$ cat src/rtl/flush_ctrl_pkg.sv
// flush_pkg: shared definitions for the pipeline flush controller.
//   - RV32 major-opcode constants (inst[6:2]) for JAL, JALR and conditional branch
//   - FSM state encoding for flush_ctrl
//   - redirect source encoding driven on redirect_src_o
//   - opcodeOf(): extracts the 5-bit major opcode field from an instruction
package flush_pkg;

   localparam logic [4:0] OP_JAL    = 5'b11011;
   localparam logic [4:0] OP_JALR   = 5'b11001;
   localparam logic [4:0] OP_BRANCH = 5'b11000;

   typedef enum logic [1:0] {
      ST_IDLE  = 2'd0,
      ST_PEND  = 2'd1,
      ST_FLUSH = 2'd2
   } flushState_t;

   typedef enum logic [1:0] {
      SRC_NONE = 2'd0,
      SRC_D    = 2'd1,
      SRC_X    = 2'd2
   } redirSrc_t;

   function automatic logic [4:0] opcodeOf(input logic [31:0] inst);
      return inst[6:2];
   endfunction

endpackage

$ cat src/rtl/flush_ctrl_if.sv
// flush_ctrl_if: pipeline <-> flush controller signal bundle.
//   master : pipeline side, drives stall/fetch/instruction/mispredict, observes kill flags
//   slave  : flush_ctrl side
//   stall_i, fetch_valid_i, inst_d_i[31:0], inst_x_i[31:0], predict_fail_i  (to controller)
//   kill_o[NUM_STAGES-1:0], kill_en_o, redirect_src_o[1:0], flush_busy_o   (from controller)
interface flush_ctrl_if #(
   parameter int NUM_STAGES = 5
);
   logic                  stall_i;
   logic                  fetch_valid_i;
   logic [31:0]           inst_d_i;
   logic [31:0]           inst_x_i;
   logic                  predict_fail_i;
   logic [NUM_STAGES-1:0] kill_o;
   logic                  kill_en_o;
   logic [1:0]            redirect_src_o;
   logic                  flush_busy_o;

   modport master (
      output stall_i, fetch_valid_i, inst_d_i, inst_x_i, predict_fail_i,
      input  kill_o, kill_en_o, redirect_src_o, flush_busy_o
   );

   modport slave (
      input  stall_i, fetch_valid_i, inst_d_i, inst_x_i, predict_fail_i,
      output kill_o, kill_en_o, redirect_src_o, flush_busy_o
   );
endinterface

$ cat src/rtl/flush_ctrl_decode.sv
// flush_decode: combinational flush qualification.
//   killD, killX  : current bubble flags of the D and X stages
//   instD, instX  : instructions sitting in D and X
//   predictFail   : branch in X mispredicted
//   xFlush        : JALR in X, or mispredicted conditional branch in X
//   dFlush        : JAL in D with no concurrent X flush (X has priority)
// Macro JAL_EARLY_KILL_EN enables the early JAL kill from D; without it
// dFlush is tied low and JAL is an ordinary instruction.
module flush_decode
   import flush_pkg::*;
(
   input  logic        killD,
   input  logic        killX,
   input  logic [31:0] instD,
   input  logic [31:0] instX,
   input  logic        predictFail,
   output logic        xFlush,
   output logic        dFlush
);

   logic [4:0] opX;
   logic       unusedBits;

   assign opX    = opcodeOf(instX);
   assign xFlush = !killX && (((opX == OP_BRANCH) && predictFail) || (opX == OP_JALR));

`ifdef JAL_EARLY_KILL_EN
   logic [4:0] opD;
   assign opD        = opcodeOf(instD);
   assign dFlush     = !killD && (opD == OP_JAL) && !xFlush;
   assign unusedBits = ^{instD[31:7], instD[1:0], instX[31:7], instX[1:0]};
`else
   assign dFlush     = 1'b0;
   assign unusedBits = ^{killD, instD, instX[31:7], instX[1:0]};
`endif

endmodule

$ cat src/rtl/flush_ctrl.sv
// flush_ctrl: per-stage bubble tracking and flush sequencing.
//   clk, rst_n : clock (rising edge), asynchronous active-low reset
//   bus        : flush_ctrl_if.slave (see interface for signal list)
// kill_o is a shift register of bubble flags, stage 0 = F. A flush that
// arrives during a stall is parked in PEND and applied on the first
// non-stall edge, even if the resolving inputs have changed by then.
// Optional feature: define JAL_EARLY_KILL_EN to enable early JAL kill in D.
module flush_ctrl
   import flush_pkg::*;
#(
   parameter int NUM_STAGES = 5,
   parameter int X_IDX      = 2,
   parameter int D_IDX      = 1
) (
   input logic         clk,
   input logic         rst_n,
   flush_ctrl_if.slave bus
);

   flushState_t           state, stateNext;
   redirSrc_t             capSrc, capSrcNext;
   redirSrc_t             redirQ, redirNext;
   redirSrc_t             curSrc, applySrc;
   logic [NUM_STAGES-1:0] killQ, killNext;
   logic                  killEnQ;
   logic                  apply;
   logic                  xFlush, dFlush;

   flush_decode uDecode (
      .killD       (killQ[D_IDX]),
      .killX       (killQ[X_IDX]),
      .instD       (bus.inst_d_i),
      .instX       (bus.inst_x_i),
      .predictFail (bus.predict_fail_i),
      .xFlush      (xFlush),
      .dFlush      (dFlush)
   );

   assign curSrc = xFlush ? SRC_X : (dFlush ? SRC_D : SRC_NONE);

   // state register
   always_ff @(posedge clk or negedge rst_n) begin
      if (!rst_n) state <= ST_IDLE;
      else        state <= stateNext;
   end

   // next state and flush application
   always_comb begin
      stateNext  = state;
      capSrcNext = capSrc;
      apply      = 1'b0;
      applySrc   = SRC_NONE;
      unique case (state)
         ST_IDLE: begin
            if (curSrc != SRC_NONE) begin
               if (bus.stall_i) begin
                  stateNext  = ST_PEND;
                  capSrcNext = curSrc;
               end else begin
                  stateNext = ST_FLUSH;
                  apply     = 1'b1;
                  applySrc  = curSrc;
               end
            end
         end
         ST_PEND: begin
            if (!bus.stall_i) begin
               stateNext  = ST_FLUSH;
               apply      = 1'b1;
               applySrc   = capSrc;
               capSrcNext = SRC_NONE;
            end
         end
         ST_FLUSH: stateNext = ST_IDLE;  // bubbles just inserted make a new flush impossible
         default:  stateNext = ST_IDLE;
      endcase
   end

   // bubble shift register next value
   always_comb begin
      killNext = killQ;
      if (!bus.stall_i) begin
         killNext[0] = !bus.fetch_valid_i;
         for (int i = 1; i < NUM_STAGES; i++) killNext[i] = killQ[i-1];
         if (apply && (applySrc == SRC_X)) begin
            for (int i = 1; i <= X_IDX; i++) killNext[i] = 1'b1;
            killNext[X_IDX+1] = 1'b0;  // resolving instruction itself retires
         end else if (apply && (applySrc == SRC_D)) begin
            for (int i = 1; i <= D_IDX; i++) killNext[i] = 1'b1;
         end
      end
   end

   assign redirNext = apply ? applySrc : redirQ;

   always_ff @(posedge clk or negedge rst_n) begin
      if (!rst_n) begin
         killQ   <= '1;
         killEnQ <= 1'b0;
         redirQ  <= SRC_NONE;
         capSrc  <= SRC_NONE;
      end else begin
         killQ   <= killNext;
         killEnQ <= apply;
         redirQ  <= redirNext;
         capSrc  <= capSrcNext;
      end
   end

   assign bus.kill_o         = killQ;
   assign bus.kill_en_o      = killEnQ;
   assign bus.redirect_src_o = redirQ;
   assign bus.flush_busy_o   = (state == ST_PEND);

endmodule
$ cat src/flat_wrapper.sv
// flat-port wrapper written by rule: the top's interface ports become plain ports
module flush_ctrl_flat import flush_pkg::*;
#(
   parameter int NUM_STAGES = 5,
   parameter int X_IDX      = 2,
   parameter int D_IDX      = 1
)
  (clk, rst_n, bus_stall_i, bus_fetch_valid_i, bus_inst_d_i, bus_inst_x_i, bus_predict_fail_i, bus_kill_o, bus_kill_en_o, bus_redirect_src_o, bus_flush_busy_o);
  flush_ctrl_if #(.NUM_STAGES(NUM_STAGES)) bus_i ();
  input logic clk;
  input logic rst_n;
  input wire logic [$bits(bus_i.stall_i)-1:0] bus_stall_i;
  input wire logic [$bits(bus_i.fetch_valid_i)-1:0] bus_fetch_valid_i;
  input wire logic [$bits(bus_i.inst_d_i)-1:0] bus_inst_d_i;
  input wire logic [$bits(bus_i.inst_x_i)-1:0] bus_inst_x_i;
  input wire logic [$bits(bus_i.predict_fail_i)-1:0] bus_predict_fail_i;
  output wire logic [$bits(bus_i.kill_o)-1:0] bus_kill_o;
  output wire logic [$bits(bus_i.kill_en_o)-1:0] bus_kill_en_o;
  output wire logic [$bits(bus_i.redirect_src_o)-1:0] bus_redirect_src_o;
  output wire logic [$bits(bus_i.flush_busy_o)-1:0] bus_flush_busy_o;
  assign bus_i.stall_i = bus_stall_i;
  assign bus_i.fetch_valid_i = bus_fetch_valid_i;
  assign bus_i.inst_d_i = bus_inst_d_i;
  assign bus_i.inst_x_i = bus_inst_x_i;
  assign bus_i.predict_fail_i = bus_predict_fail_i;
  assign bus_kill_o = bus_i.kill_o;
  assign bus_kill_en_o = bus_i.kill_en_o;
  assign bus_redirect_src_o = bus_i.redirect_src_o;
  assign bus_flush_busy_o = bus_i.flush_busy_o;
  flush_ctrl #(.NUM_STAGES(NUM_STAGES), .X_IDX(X_IDX), .D_IDX(D_IDX)) u_core (.clk(clk), .rst_n(rst_n), .bus(bus_i));
endmodule
$ cat config.mk
export PLATFORM = sky130hd
export DESIGN_NAME = flush_ctrl_flat
export DESIGN_NICKNAME = d
export VERILOG_FILES = /design/src/rtl/flush_ctrl_pkg.sv /design/src/rtl/flush_ctrl_if.sv /design/src/rtl/flush_ctrl_decode.sv /design/src/rtl/flush_ctrl.sv /design/src/flat_wrapper.sv
export SDC_FILE = /design/constraint.sdc
export NUM_CORES = 1
export LEC_CHECK = 0
export BUFFER_PORTS_ARGS = -buffer_cell sky130_fd_sc_hd__buf_4
export CAP_MARGIN = 20
export CORE_MARGIN = 2
export CORE_UTILIZATION = 30
export CTS_BUF_LIST = sky130_fd_sc_hd__clkbuf_2
export CTS_CLUSTER_DIAMETER = 200
export DETAILED_ROUTE_END_ITERATION = 10
export GPL_ROUTABILITY_DRIVEN = 0
export PLACE_DENSITY = 0.86
export SLEW_MARGIN = 30
export SYNTH_ARGS = -nofsm -noshare
export SYNTH_HDL_FRONTEND = slang
export SYNTH_SLANG_ARGS = --single-unit
$ cat constraint.sdc
create_clock -name clk -period 1.85 [get_ports clk]
set_input_delay 0.0925 -clock clk [delete_from_list [all_inputs] [get_ports clk]]
set_output_delay 0.0925 -clock clk [all_outputs]
set_load 0.03 [all_outputs]
==> qor.txt <==
critical path peak fanout: 6
worst hold start: bus_stall_i
Net Count, Synth: 114
GR Overflow Total: 0
Initial Util: 31.6%
VDD IR-drop max: 272 µV
critical path's top delay family: flip-flops
CTS Sinks: 10
initial antenna violation count: 0
DPL Wire Length: 657 µm
Critical Path End Type: output port
Hold WC Path Type: in -> reg
sequential share of the synthesized area: 53.8%
global-route wire length before repair: 1490 µm
number of H-tree levels: 1
layout cells sized above 1: 43.8%
Max stage delay on crit path: 0.44 ns
CTS Buffer Depth: 2
Crit path buffers/inverters: 2
Critical Path AT: 1.17 ns
Post-Syn Area: 477 µm²
core footprint: 1510 µm²
status: finished, final reports clean
hold path depth: 2
Synth area leader: dfstp_2
#FFs+latches synth: 10
CTS Root Cell: clkbuf_2
Pins Over Slew Limit: 0
Worst Setup Start Kind: flip-flop
CTS Buf Count: 3
f_max: 794 MHz
slowest CP cell: dfrtp_1
R2R Path End: u_core.bus.redirect_src_o[1]$_DFFE_PN0P_
die height: 43.9 µm
WP data required: 1.76 ns
CTS resizes: 0
ys flop type: dfstp_2
Crit Path Class: reg -> out
detailed-route DRC error count: 0
r2r worst-path depth: 3
post-synth cell types: 23
number of vias per cell: 5.14
Reg2Reg Setup Slack: 0.67 ns
largest net degree at the start of global routing: 13
Die X: 43.9 µm
die area: 1920 µm²
CTS tree: built
Inserted Diodes: 0
top-area cell type share of the netlist area: 27.6%
gr usage total: 11.2%
Power, Total: 593 µW
Post-synth EDFFs: 0
Register Area: 256 µm²
Rows: 14
leak pwr: 0.000311 µW
Ys Warns: 0
First-pass DRT Iterations: 3
Final #Nets: 134
IO Pins: 78
most area-consuming cells after synthesis: dfstp_2 (28%), dfrtp_1 (26%), mux2i_1 (6.3%), buf_4 (4.7%), nand3_1 (4.2%)
port buffer count: 17
clk slew on worst S/H paths: 0.11 ns
final worst-path cycle share: 68.1%
Final Hold Viols: 0
WHS Endpoint: u_core.state[1]$_DFFE_PN0P_
# Max-Cap Violations: 0
antenna viol nets, final: 0
reg2reg start: u_core.capSrc[1]$_DFFE_PN0P_
Post-synth ARST share: 100%
WL per Instance: 11.1 µm
Detailed Route WL: 887 µm
Setup TNS: 0 ns
Avg Synthesized Cell Area: 10.6 µm²
First DRT Iteration DRCs: 12
Setup violations, final: 0
Setup Skew: 0.0172 ns
vias in the first global route: 400
Pwr Density: 931 nW/µm²
fillers: 161
latest clock arrival within the worst-skew pair: 0.27 ns
min Tclk post-route: 1.26 ns
Area Overhead vs Synth: 33.6%
area of the multi-input gates: 185 µm²
Mapped Cells: 45
RSZ-0062 raised after global routing: no
crit-path cells: or2b_1, inv_1, buf_4
via count: 411
==> cell usage after synthesis, types with 2 or more instances <==
master,count
dfrtp_1,5
dfstp_2,5
nand3_1,4
buf_4,3
mux2i_1,3
nor2_1,3
o21ai_0,3
a31oi_1,2
inv_1,2
nor3_1,2
==> sequential cells by signal, indices dropped and copies added (netlist names) <==
name,flops
u_core.bus.kill_en_o,1
u_core.bus.kill_o,5
u_core.bus.redirect_src_o,1
u_core.capSrc,1
u_core.state,2
==> metal layers <==
layer	vias to the layer above	track usage [%]	wire length, µm
li1	194	-	-
met1	197	11.2	363
met2	17	17.6	413
met4	0	9.09	29
met3	3	5.00	81
met5	-	0	0
==> placed cells by master, fill, tap and decap left out <==
cell and n:
nand4_1 1, or2_1 1, nor3_1 2, a31oi_1 2
a21oi_1 1, and4bb_2 1, nand3_1 4, dlygate4sd3_1 2
mux2_2 1, clkbuf_2 4, nor2_1 3, dfstp_2 5
dfrtp_1 5, conb_1 1, inv_1 2, and3b_1 1
nand2b_1 1, or4b_1 1, nand2_1 1, o21ai_0 3
mux2i_1 3, buf_4 17, or2b_1 1, o21ai_1 1
==> how the worst max path moves through the flow <==
stage | start | to | slack [ns] | depth (start not counted)
floorplan | u_core.capSrc[1]$_DFFE_PN0P_ | u_core.bus.redirect_src_o[1]$_DFFE_PN0P_ | 0.74 | 3
global placement | u_core.capSrc[1]$_DFFE_PN0P_ | u_core.bus.redirect_src_o[1]$_DFFE_PN0P_ | 0.72 | 3
detailed placement | u_core.capSrc[1]$_DFFE_PN0P_ | u_core.bus.redirect_src_o[1]$_DFFE_PN0P_ | 0.68 | 3
CTS | u_core.state[0]$_DFFE_PN0P_ | bus_flush_busy_o | 0.57 | 3
global route | u_core.state[0]$_DFFE_PN0P_ | bus_flush_busy_o | 0.51 | 3
finish | u_core.state[0]$_DFFE_PN0P_ | bus_flush_busy_o | 0.59 | 3
==> power breakdown <==
part           leakage, µW  internal [µW]  switching, µW
Clock            0.0000166           57.4           76.8
Combinational     0.000175           71.4           94.3
Sequential        0.000120            267           25.9
Total             0.000311            396            197
==> what timing repair did <==
action,in CTS,in global routing
hold endpoints to repair,11,0
hold buffers,2,0
setup buffers,0,0
setup endpoints to repair,0,0
==> area by class of cell <==
cell class,instances,area share [%]
well taps,16,3.14
repair buffers,19,23.2
flip-flops and latches,10,40.3
inverters,2,1.18
multi-input cells,29,29.1
clock buffers,4,3.14
==> stage by stage <==
step	setup slack (ns)	hold slack (ns)	cell area [µm²]	util [%]	instances
after floorplan	0.742	-0.203	477	-	45
after global placement	0.720	-0.0789	597	39.6	74
after detailed placement	0.684	-0.0747	597	39.6	74
after CTS	0.572	0.0883	637	42.3	80
after global routing	0.515	0.0925	637	42.3	80
final	0.591	0.0938	637	42.3	80
==> cells by family after synthesis <==
family / synth area share, %
AND/OR/NAND/NOR: 21.5
AO/OA/AOI/OAI: 7.87
multiplexers: 8.66
other: 0.787
flip-flops: 53.8
buffers and inverters: 7.35
No activity file was read; power rests on OpenSTA's default activity.
